[src/rtl/cpu_pkg.sv]
// Shared definitions for the teaching-CPU control unit: widths, opcodes,
// sequencer states and the instruction word layout.
package cpu_pkg;

    localparam int CPU_DATA_W = 8;
    localparam int CPU_PC_W   = 8;
    localparam int CPU_OP_W   = 3;
    localparam int CPU_NREG   = 4;

    // Opcode numbering is shared with the ALU FS input.
    typedef enum logic [CPU_OP_W-1:0] {
        OP_MOV = 3'b000,
        OP_ADD = 3'b001,
        OP_SUB = 3'b010,
        OP_AND = 3'b011,
        OP_NOT = 3'b100,
        OP_ABS = 3'b101,
        OP_NEG = 3'b110,
        OP_HLT = 3'b111
    } opcode_e;

    typedef enum logic [2:0] {
        ST_FETCH  = 3'd0,
        ST_DECODE = 3'd1,
        ST_EXEC   = 3'd2,
        ST_WB     = 3'd3,
        ST_HALT   = 3'd4
    } state_e;

    // Field order maps straight onto Instr_in[7:0].
    typedef struct packed {
        logic [2:0] op;
        logic [1:0] rd;
        logic [1:0] rs;
        logic       rsvd;
    } instr_t;

    function automatic logic is_halt(input instr_t ir);
        return ir.op == OP_HLT;
    endfunction

endpackage

[src/rtl/cpu_regfile.sv]
// 4x8 register file: one write port where writeback beats an external
// preload to the same register, two operand reads and one debug read.
module cpu_regfile
    import cpu_pkg::*;
#(
    parameter int DATA_W = CPU_DATA_W,
    parameter int NREG   = CPU_NREG,
    localparam int AW    = $clog2(NREG)
) (
    input  logic              clk_i,
    input  logic              rst_ni,
    input  logic              wb_en_i,
    input  logic [AW-1:0]     wb_addr_i,
    input  logic [DATA_W-1:0] wb_data_i,
    input  logic              ld_en_i,
    input  logic [AW-1:0]     ld_addr_i,
    input  logic [DATA_W-1:0] ld_data_i,
    input  logic [AW-1:0]     rs_addr_i,
    input  logic [AW-1:0]     rd_addr_i,
    input  logic [AW-1:0]     dbg_addr_i,
    output logic [DATA_W-1:0] rs_data_o,
    output logic [DATA_W-1:0] rd_data_o,
    output logic [DATA_W-1:0] dbg_data_o
);

    logic [NREG-1:0][DATA_W-1:0] regs_q;

    // A load is dropped only when it targets the register being written back.
    always_ff @(posedge clk_i or negedge rst_ni) begin
        if (!rst_ni) begin
            regs_q <= '0;
        end else begin
            for (int i = 0; i < NREG; i++) begin
                if (wb_en_i && wb_addr_i == AW'(i))
                    regs_q[i] <= wb_data_i;
                else if (ld_en_i && ld_addr_i == AW'(i))
                    regs_q[i] <= ld_data_i;
            end
        end
    end

    assign rs_data_o  = regs_q[rs_addr_i];
    assign rd_data_o  = regs_q[rd_addr_i];
    assign dbg_data_o = regs_q[dbg_addr_i];

endmodule

[src/rtl/cpu_control_unit.sv]
// Fetch/decode/execute/writeback sequencer feeding the 8-bit ALU and
// writing its registered result back into the register file.
module cpu_control_unit
    import cpu_pkg::*;
#(
    parameter int DATA_W = CPU_DATA_W,
    parameter int PC_W   = CPU_PC_W,
    parameter int OP_W   = CPU_OP_W
) (
    input  logic              CLK,
    input  logic              RST_N,
    output logic              Instr_req,
    output logic [PC_W-1:0]   Instr_addr,
    input  logic              Instr_ack,
    input  logic [7:0]        Instr_in,
    output logic [OP_W-1:0]   FS,
    output logic              Enable_cal,
    output logic [DATA_W-1:0] Data_A,
    output logic [DATA_W-1:0] Data_B,
    input  logic [DATA_W-1:0] Result_in,
    input  logic              Ld_en,
    input  logic [1:0]        Ld_addr,
    input  logic [DATA_W-1:0] Ld_data,
    input  logic [1:0]        Dbg_sel,
    output logic [DATA_W-1:0] Dbg_out,
    output logic              Halted,
    output logic [PC_W-1:0]   PC_out
);

    state_e            state_q, state_d;
    logic [PC_W-1:0]   pc_q, pc_d;
    instr_t            ir_q, ir_d;
    logic [OP_W-1:0]   fs_q, fs_d;
    logic [DATA_W-1:0] a_q, a_d, b_q, b_d;
    logic [DATA_W-1:0] rs_data, rd_data;
    logic              wb_en;
    logic              unused_rsvd;

    assign unused_rsvd = ir_q.rsvd;
    assign wb_en       = (state_q == ST_WB);

    cpu_regfile #(
        .DATA_W (DATA_W),
        .NREG   (CPU_NREG)
    ) u_regfile (
        .clk_i      (CLK),
        .rst_ni     (RST_N),
        .wb_en_i    (wb_en),
        .wb_addr_i  (ir_q.rd),
        .wb_data_i  (Result_in),
        .ld_en_i    (Ld_en),
        .ld_addr_i  (Ld_addr),
        .ld_data_i  (Ld_data),
        .rs_addr_i  (ir_q.rs),
        .rd_addr_i  (ir_q.rd),
        .dbg_addr_i (Dbg_sel),
        .rs_data_o  (rs_data),
        .rd_data_o  (rd_data),
        .dbg_data_o (Dbg_out)
    );

    always_ff @(posedge CLK or negedge RST_N) begin
        if (!RST_N) begin
            state_q <= ST_FETCH;
            pc_q    <= '0;
            ir_q    <= '0;
            fs_q    <= '0;
            a_q     <= '0;
            b_q     <= '0;
        end else begin
            state_q <= state_d;
            pc_q    <= pc_d;
            ir_q    <= ir_d;
            fs_q    <= fs_d;
            a_q     <= a_d;
            b_q     <= b_d;
        end
    end

    always_comb begin
        state_d = state_q;
        pc_d    = pc_q;
        ir_d    = ir_q;
        fs_d    = fs_q;
        a_d     = a_q;
        b_d     = b_q;
        unique case (state_q)
            ST_FETCH: begin
                if (Instr_ack) begin
                    ir_d    = instr_t'(Instr_in);
                    state_d = ST_DECODE;
                end
            end
            ST_DECODE: begin
                // HLT never reaches the ALU and leaves the PC on itself.
                if (is_halt(ir_q)) begin
                    state_d = ST_HALT;
                end else begin
                    a_d     = rs_data;
                    b_d     = rd_data;
                    fs_d    = OP_W'(ir_q.op);
                    pc_d    = pc_q + PC_W'(1);
                    state_d = ST_EXEC;
                end
            end
            ST_EXEC:  state_d = ST_WB;
            ST_WB:    state_d = ST_FETCH;
            ST_HALT:  state_d = ST_HALT;
            default:  state_d = ST_FETCH;
        endcase
    end

    // Request is gated by reset so it reads 0 while RST_N is held low.
    assign Instr_req  = (state_q == ST_FETCH) && RST_N;
    assign Instr_addr = pc_q;
    assign PC_out     = pc_q;
    assign Enable_cal = (state_q == ST_EXEC);
    assign Halted     = (state_q == ST_HALT);
    assign FS         = fs_q;
    assign Data_A     = a_q;
    assign Data_B     = b_q;

endmodule

[config.mk]
export PLATFORM = sky130hd
export DESIGN_NAME = cpu_control_unit
export DESIGN_NICKNAME = d
export VERILOG_FILES = /design/src/rtl/cpu_pkg.sv /design/src/rtl/cpu_regfile.sv /design/src/rtl/cpu_control_unit.sv
export SDC_FILE = /design/constraint.sdc
export NUM_CORES = 1
export LEC_CHECK = 0
export CAP_MARGIN = 40
export CORE_ASPECT_RATIO = 0.7
export CORE_MARGIN = 3
export CORE_UTILIZATION = 35
export CTS_CLUSTER_DIAMETER = 150
export CTS_CLUSTER_SIZE = 10
export DETAILED_ROUTE_END_ITERATION = 10
export PLACE_DENSITY = 0.57
export SETUP_SLACK_MARGIN = 0.2
export SYNTH_ARGS = -nofsm -noshare
export SYNTH_HDL_FRONTEND = slang
export SYNTH_SLANG_ARGS = --single-unit
export TNS_END_PERCENT = 30
[constraint.sdc]
create_clock -name CLK -period 4.14 [get_ports CLK]
set_clock_uncertainty 0.1 [all_clocks]
set_input_delay 1.242 -clock CLK [delete_from_list [all_inputs] [get_ports CLK]]
set_output_delay 1.242 -clock CLK [all_outputs]
set_load 0.02 [all_outputs]
* Yosys cells after proc, flatten, opt, wreduce, memory -nomap -nowiden
Cells that the tools add are included.
Word-level totals: bits of input ports 32, output and inout port bits 46, bits in registers 69, logic and storage cells 64
Cells by class: eq/ne operators 12, reduce and logical (&&, ||, !) cells 18, bitwise gates (word level) 1, multiplexer cells 17, add/sub/neg operators 1, magnitude comparators 3
Operator list (number):
- two-way mux 8 bit | 11
- binary-select mux 8 bit (select 2 bit) | 3
- case mux 3 bit (4 select lines) | 1
- logical AND 1 bit | 9
- < comparator 2 x 3 -> 1 bit, second input constant | 3
- adder 8 x 1 -> 8 bit, second input constant | 1
- equality test 2 bit, second input constant | 4
- nonzero test 2 bit | 4
- equality test 3 x 2 -> 1 bit, second input constant | 2
- equality test 3 bit, second input constant | 2
- two-way mux 3 bit | 2
- equality test 2 x 1 -> 1 bit, second input constant | 2
- logical NOT 2 bit | 2
- AND reduction 2 bit | 2
- equality test 3 x 1 -> 1 bit, second input constant | 1
- logical NOT 3 bit | 1
- inequality test 2 bit, second input constant | 1
- inverter 1 bit | 1

* Depth between registers and ports, before layout
Gate-level depths: netlist (run 1).
depth after elaboration 4, gate-level depth with buffers 5, mapped depth without buffers 4

* Modules after synthesis
From an unflattened synthesis (run 1), not the netlist that was laid out.
Second synthesis, totals: cells, all modules 327, area, all modules 3753.6 um^2
By module, submodules not included:
- cpu_regfile | cells each 214, area an instance 2152.1 um^2, seq. area each 800.8 um^2, instances 1
- cpu_control_unit | cells each 113, area an instance 1601.5 um^2, seq. area each 925.9 um^2, instances 1

* Worst setup path before layout (run 1)
No wires, ideal clock.
path type input port to output port, from input port Dbg_sel[0], to output port Dbg_out[0], path slack 0.728 ns, arrival 2.070 ns, buffers on the path 1, required time 2.798 ns, stages on the path 2, cell sequence buf_2 mux4_2
Between the ends: longest elaborated chain between the ends 2
RTL lines:
- from (decl) | RTL line cpu_control_unit.sv:24 | input logic [1:0] Dbg_sel,
- binary-select mux 8 bit (select 2 bit) | RTL line cpu_regfile.sv:44 | assign dbg_data_o = regs_q[dbg_addr_i];
- two-way mux 8 bit (not written as such) | RTL line cpu_regfile.sv:44
- to (decl) | RTL line cpu_control_unit.sv:25 | output logic [DATA_W-1:0] Dbg_out,
No other way between the ends. The select of a mux whose other input is x is not followed.

* Final worst setup path (run 1)
from input port Dbg_sel[1], to output port Dbg_out[1]
Same word-level chain as after synthesis.

==> impl_metrics.tcl, run 1 <==
set metrics [dict create \
    crit_required_ps 2800 \
    yosysMostFrequentCell "mux2_2" \
    critical_path.endpoint_type "output port" \
    rsz0062_at_grt "false" \
    htreeDepth 3 \
    cts.sinks 69 \
    grt_remaining_overflow 0 \
    status "finished, final reports clean" \
    first_global_vias 2482 \
    highest_layer "met4" \
    period_share 0.916 \
    synthCells 250 \
    yosysWarningCount 0 \
    place.gp.congestion 0.729 \
    max_slew.worst_pin.slew_ps 755 \
    area_delta_synth_final_pct 31.3 \
    cts-root-buf "clkbuf_16" \
    fp.dieW_um 130 \
    grt_pass1_wl_mm 14.6 \
    synth_flop_cell "dfrtp_1" \
    ys_top_cells_by_count "mux2_2 (88), dfrtp_1 (69), mux4_2 (24)" \
    yosysTopAreaCellShare 0.458 \
    wirelength_mm 9.16 \
    dpl_cell_area_mm2 0.00464 \
    path_class "in2out" \
    period_minus_slack_ps 3790 \
    io_pins 78 \
    final_nets 356 \
    io_buffers 76 \
    tns_ps 0 \
    numCtsBuffers 9 \
    clk_path_buf_depth 2 \
    cts_tree "built" \
    dpl.cell_count 444 \
    synth_largest_area_cell "dfrtp_1" \
    fmax_mhz 264 \
    setup_viol 0 \
    netlist_area_mm2 0.00377 \
    drc 0 \
    grt_start_max_net_pins 47 \
    cp-start-kind "input port" \
    leakagePower_nw 1.96 \
    synth-async-reset-ratio 1.00 \
    drt.antenna.violating_nets 0 \
    wl_met3_um 585 \
    cts.clk_slew.worst_paths_ps 60 \
    slew_viol_final 0 \
    grtUsageTotal 0.166 \
    vias 2417 \
    wl_per_cell_um 19.9 \
    dieArea_mm2 0.0121 \
    vias_per_cell 5.25 \
    synth_edf_count 0 \
    first_pass_iters 4 \
    cap_violations 0 \
    met2_length_mm 4.04 \
    worstPathMaxFanout 8 \
    row_count 31 \
    p_per_area_mw_per_mm2 833 \
    hp-class "reg2reg" \
    start_util 0.361 \
    ys_seq_area_frac 0.458 \
    final_cells 460 \
    design_area_mm2 0.00495 \
    dieHeight_um 92.8 \
    ctsHoldBuffers 0 \
    antenna_found_initial 0 \
    syn_nets 283 \
    synth.avg_cell_area_um2 15.1 \
    slew_headroom 0.497 \
    core_area_mm2 0.0104 \
    ir_drop_mv 0.288 \
    hold_violations 0 \
    ys_top_cells_by_area "dfrtp_1 (46%), mux2_2 (26%), mux4_2 (14%)" \
    first_iter_violations 105 \
    num_antenna_cells 0 \
    drt-met1-wl_mm 4.44 \
    clock_latency_ps 330 \
    hpwl_mm 6.60 \
    final_layout_size_suffix_gt1_frac 0.454 \
    cp.arrival_ps 2450 \
    ys_seq_elements 69 \
    synth_cell_type_count 33 \
]
==> cell usage in the layout, fill, tap and decap left out, types with 3 or more instances in the layout <==
| cell type | n |
|---|---|
| dfrtp_1 | 69 |
| mux4_2 | 24 |
| clkdlybuf4s50_1 | 66 |
| clkdlybuf4s15_2 | 3 |
| and2_1 | 3 |
| buf_4 | 6 |
| nand3b_1 | 3 |
| buf_2 | 5 |
| nor3_1 | 3 |
| clkbuf_16 | 9 |
| nand3_1 | 4 |
| xor2_1 | 6 |
| mux2_2 | 88 |
| o22a_1 | 3 |
==> flip-flops by register name, indices dropped and copies added (netlist names) <==
register and flops:
u_regfile.regs_q 32, Instr_addr 8, state_q 3, Data_B 8, FS 3, ir_q 7, Data_A 8
==> path summary, 6_finish.rpt <==
kind	startpoint	slack [ps]	endpoint	cells after the start
hold / removal	FS[2]	390	FS[2]	1
hold reg to reg	FS[2]	390	FS[2]	1
min in group asynchronous	RST_N	890	Data_B[5]	2
max in group asynchronous	RST_N	2130	u_regfile.regs_q[0]	3
setup / recovery	Dbg_sel[1]	350	Dbg_out[1]	4
setup reg to reg	ir_q[3]	1890	u_regfile.regs_q[24]	2
==> cells by family after synthesis <==
| group | share of synthesized area |
|---|---|
| buffers and inverters | 0.0342 |
| multiplexers | 0.407 |
| flip-flops | 0.458 |
| adder cells (fa/ha/maj) | 0.00332 |
| XOR/XNOR | 0.0163 |
| AND/OR/NAND/NOR | 0.0711 |
| AO/OA/AOI/OAI | 0.0103 |
==> power breakdown <==
part / internal (W) / switching [W] / total [W] / leakage, nW
clock network: 0.000542 / 0.000292 / 0.000835 / 0.158
logic: 0.00114 / 0.000729 / 0.00187 / 0.983
registers: 0.00101 / 0.000400 / 0.00141 / 0.818
total: 0.00270 / 0.00142 / 0.00412 / 1.96
==> metal layers <==
metal | track usage | vias to the layer above
met5 | 0 | -
met4 | 0.0363 | 0
met3 | 0.0553 | 8
met2 | 0.238 | 73
met1 | 0.243 | 1236
li1 | - | 1100
==> metrics by stage <==
step / total power [W] / hold WS (ps) / setup slack, ps / utilization
finish: 0.00412 / 387 / 349 / 0.474
global route: 0.00440 / 400 / 297 / 0.474
CTS: 0.00417 / 390 / 335 / 0.474
detailed placement: 0.00335 / 377 / -189 / 0.445
global placement: 0.00330 / 371 / -183 / 0.445
floorplan: 0.00266 / 392 / 728 / -
==> timing repair <==
item                                    4_1_cts  5_1_grt
buffers inserted                              0        0
endpoints found under the setup margin        8        0
resized for setup                            31        0
==> area by class of cell <==
type                    instances  area, um^2
well taps                     132         165
multi-input cells             159        1910
flip-flops and latches         69        1730
clock inverters                 6        86.3
inverters                       1        3.75
clock buffers                  10         239
fillers                       926        5490
repair buffers                 83         813
==> worst max-delay path, stage by stage <==
cell and delay, ps:
clkdlybuf4s50_1 500, buf_12 140, mux4_2 290, clkdlybuf4s15_2 270
No activity file was read; power rests on OpenSTA's default activity.
==> inputs of run 2 (changes only) <==
--- a/config.mk
+++ b/config.mk
@@ -16,5 +16,6 @@
 export SETUP_SLACK_MARGIN = 0.2
 export SYNTH_ARGS = -nofsm -noshare
 export SYNTH_HDL_FRONTEND = slang
+export SYNTH_HIERARCHICAL = 1
 export SYNTH_SLANG_ARGS = --single-unit
 export TNS_END_PERCENT = 30
==> impl_metrics.tcl, run 2 <==
set metrics [dict create \
    synth-compound-area-share 0.0793 \
    mostFrequentLayoutCells "dfrtp_1 (69), clkdlybuf4s50_1 (66), nand2_1 (65)" \
    multi_input_area_mm2 0.00184 \
    largest_reg_flops 32 \
    ir_drop_mv 0.271 \
    cp-start-kind "input port" \
    holdWs_ps 390 \
    grt_remaining_overflow 0 \
    hold_violations 0 \
    yosys.area_share.xor_xnor 0.0163 \
    cts.clk_slew.worst_paths_ps 50 \
    yosys.area_share.simple 0.175 \
    cts.sinks 69 \
    hp-class "reg2reg" \
    synthAdderAreaFrac 0.00333 \
    setup_viol 0 \
    cts-resized-gates 33 \
    start_util 0.373 \
    first_pass_iters 4 \
    worstPathMaxFanout 8 \
    syn_nets 360 \
    drt.antenna.violating_nets 0 \
    rsz0062_at_grt "false" \
    synth_largest_area_cell "dfrtp_1" \
    tns_ps 0 \
    cap_violations 0 \
    dieHeight_um 92.6 \
    yosysMostFrequentCell "dfrtp_1" \
    synthCells 327 \
    final_layout_size_suffix_gt1_frac 0.235 \
    vias_per_cell 5.39 \
    crit_required_ps 2800 \
    period_minus_slack_ps 3800 \
    dieArea_mm2 0.0120 \
    layout_setup_ws_ps 344 \
    htreeDepth 3 \
    drc 0 \
    p_per_area_mw_per_mm2 808 \
    yosys-mux-area-fraction 0.216 \
    ys_top_cells_by_count "dfrtp_1 (69), nand2_1 (65), nor2_1 (32)" \
    ys_top_cells_by_area "dfrtp_1 (46%), mux4_2 (14%), mux2_2 (7.2%)" \
    cts-root-buf "clkbuf_16" \
    fin_util 0.480 \
    synth.avg_cell_area_um2 11.5 \
    critical_path.endpoint_type "output port" \
    synth_edf_count 0 \
    ys_seq_elements 69 \
    hpwl_mm 6.99 \
    clock_latency_ps 320 \
    yosysTopAreaCellShare 0.460 \
    leakagePower_nw 1.98 \
    grtUsageTotal 0.174 \
    grt_pass1_wl_mm 15.8 \
    period_share 0.917 \
    mostFrequentLayoutCell "dfrtp_1" \
    final_nets 421 \
    core_area_mm2 0.0101 \
    row_count 30 \
    first_iter_violations 266 \
    fp.dieW_um 130 \
    path_class "in2out" \
    synth-async-reset-ratio 1.00 \
    synth_cell_type_count 37 \
    vias 2803 \
    grt_start_max_net_pins 56 \
    dpl_worst_slack_ps -180 \
    ctsHoldBuffers 0 \
    cp.arrival_ps 2450 \
    cts_tree "built" \
    status "finished, final reports clean" \
    synth_flop_cell "dfrtp_1" \
    wl_per_cell_um 18.6 \
    clk_path_buf_depth 2 \
    io_pins 78 \
    num_antenna_cells 0 \
    wirelength_mm 9.65 \
    antenna_found_initial 0 \
    netlist_area_mm2 0.00375 \
    yosysWarningCount 6 \
    synth_top_family_by_area "multiplexers" \
    max_slew.worst_pin.slew_ps 860 \
    area_delta_synth_final_pct 28.6 \
    postCtsSetupRepairBufs 0 \
    regMostFlops "u_regfile/regs_q" \
    numCtsBuffers 9 \
    ys_seq_area_frac 0.460 \
    io_buffers 76 \
    seqCellArea_mm2 0.00173 \
    first_global_vias 2900 \
    slew_viol_final 0 \
    fmax_mhz 263 \
    slew_headroom 0.427 \
    place.gp.congestion 0.819 \
    fillers 924 \
]
run 2: worst max-delay path, cell delays in order:
cell             delay (ps)
clkdlybuf4s50_1         510
buf_12                  150
mux4_2                  290
clkdlybuf4s15_2         260
run 2: metal layers:
layer / share of wire / up-vias / global-route usage
met4: 0.0067 / 0 / 0.0398
met3: 0.079 / 6 / 0.0507
li1: - / 1293 / -
met2: 0.45 / 104 / 0.254
met5: 0 / - / 0
met1: 0.46 / 1400 / 0.256
run 2: where the power goes:
group,switching (W),internal (W),total (W)
clock,0.000262,0.000450,0.000712
combinational,0.000771,0.00100,0.00177
sequential,0.000406,0.00101,0.00142
run 2: cell type report:
cell class / instances / area share
multi-input cells: 226 / 0.382
flip-flops and latches: 69 / 0.358
repair buffers: 81 / 0.169
clock buffers: 14 / 0.0568
well taps: 128 / 0.0332
clock inverters: 1 / 0.00104
inverters: 1 / 0.000778
run 2: stage by stage:
stage | power, W | cell area [um^2] | instances
after floorplan | 0.00257 | 3750 | 327
after global routing | 0.00416 | 4830 | 520
after detailed placement | 0.00325 | 4580 | 505
after global placement | 0.00318 | 4540 | 503
final | 0.00390 | 4830 | 520
after CTS | 0.00394 | 4830 | 520
run 2: logic make-up after synthesis:
group | count (synthesis)
DFF | 69
adders and majority gates | 1
AOI/OAI and AO/OA | 37
muxes | 48
buffers and inverters | 32
and+or+nand+nor | 133
xor gates and xnor gates | 7
run 2: path summary, 6_finish.rpt:
check | startpoint | end | slack (ps) | depth (start not counted)
setup / recovery | Dbg_sel[1] | Dbg_out[6] | 340 | 4
hold / removal | FS[0] | FS[0] | 390 | 1
setup reg to reg | state_q[1] | Data_A[0] | 1770 | 4
hold reg to reg | FS[0] | FS[0] | 390 | 1
max in group asynchronous | RST_N | ir_q[1] | 2600 | 3
min in group asynchronous | RST_N | Instr_addr[5] | 800 | 2
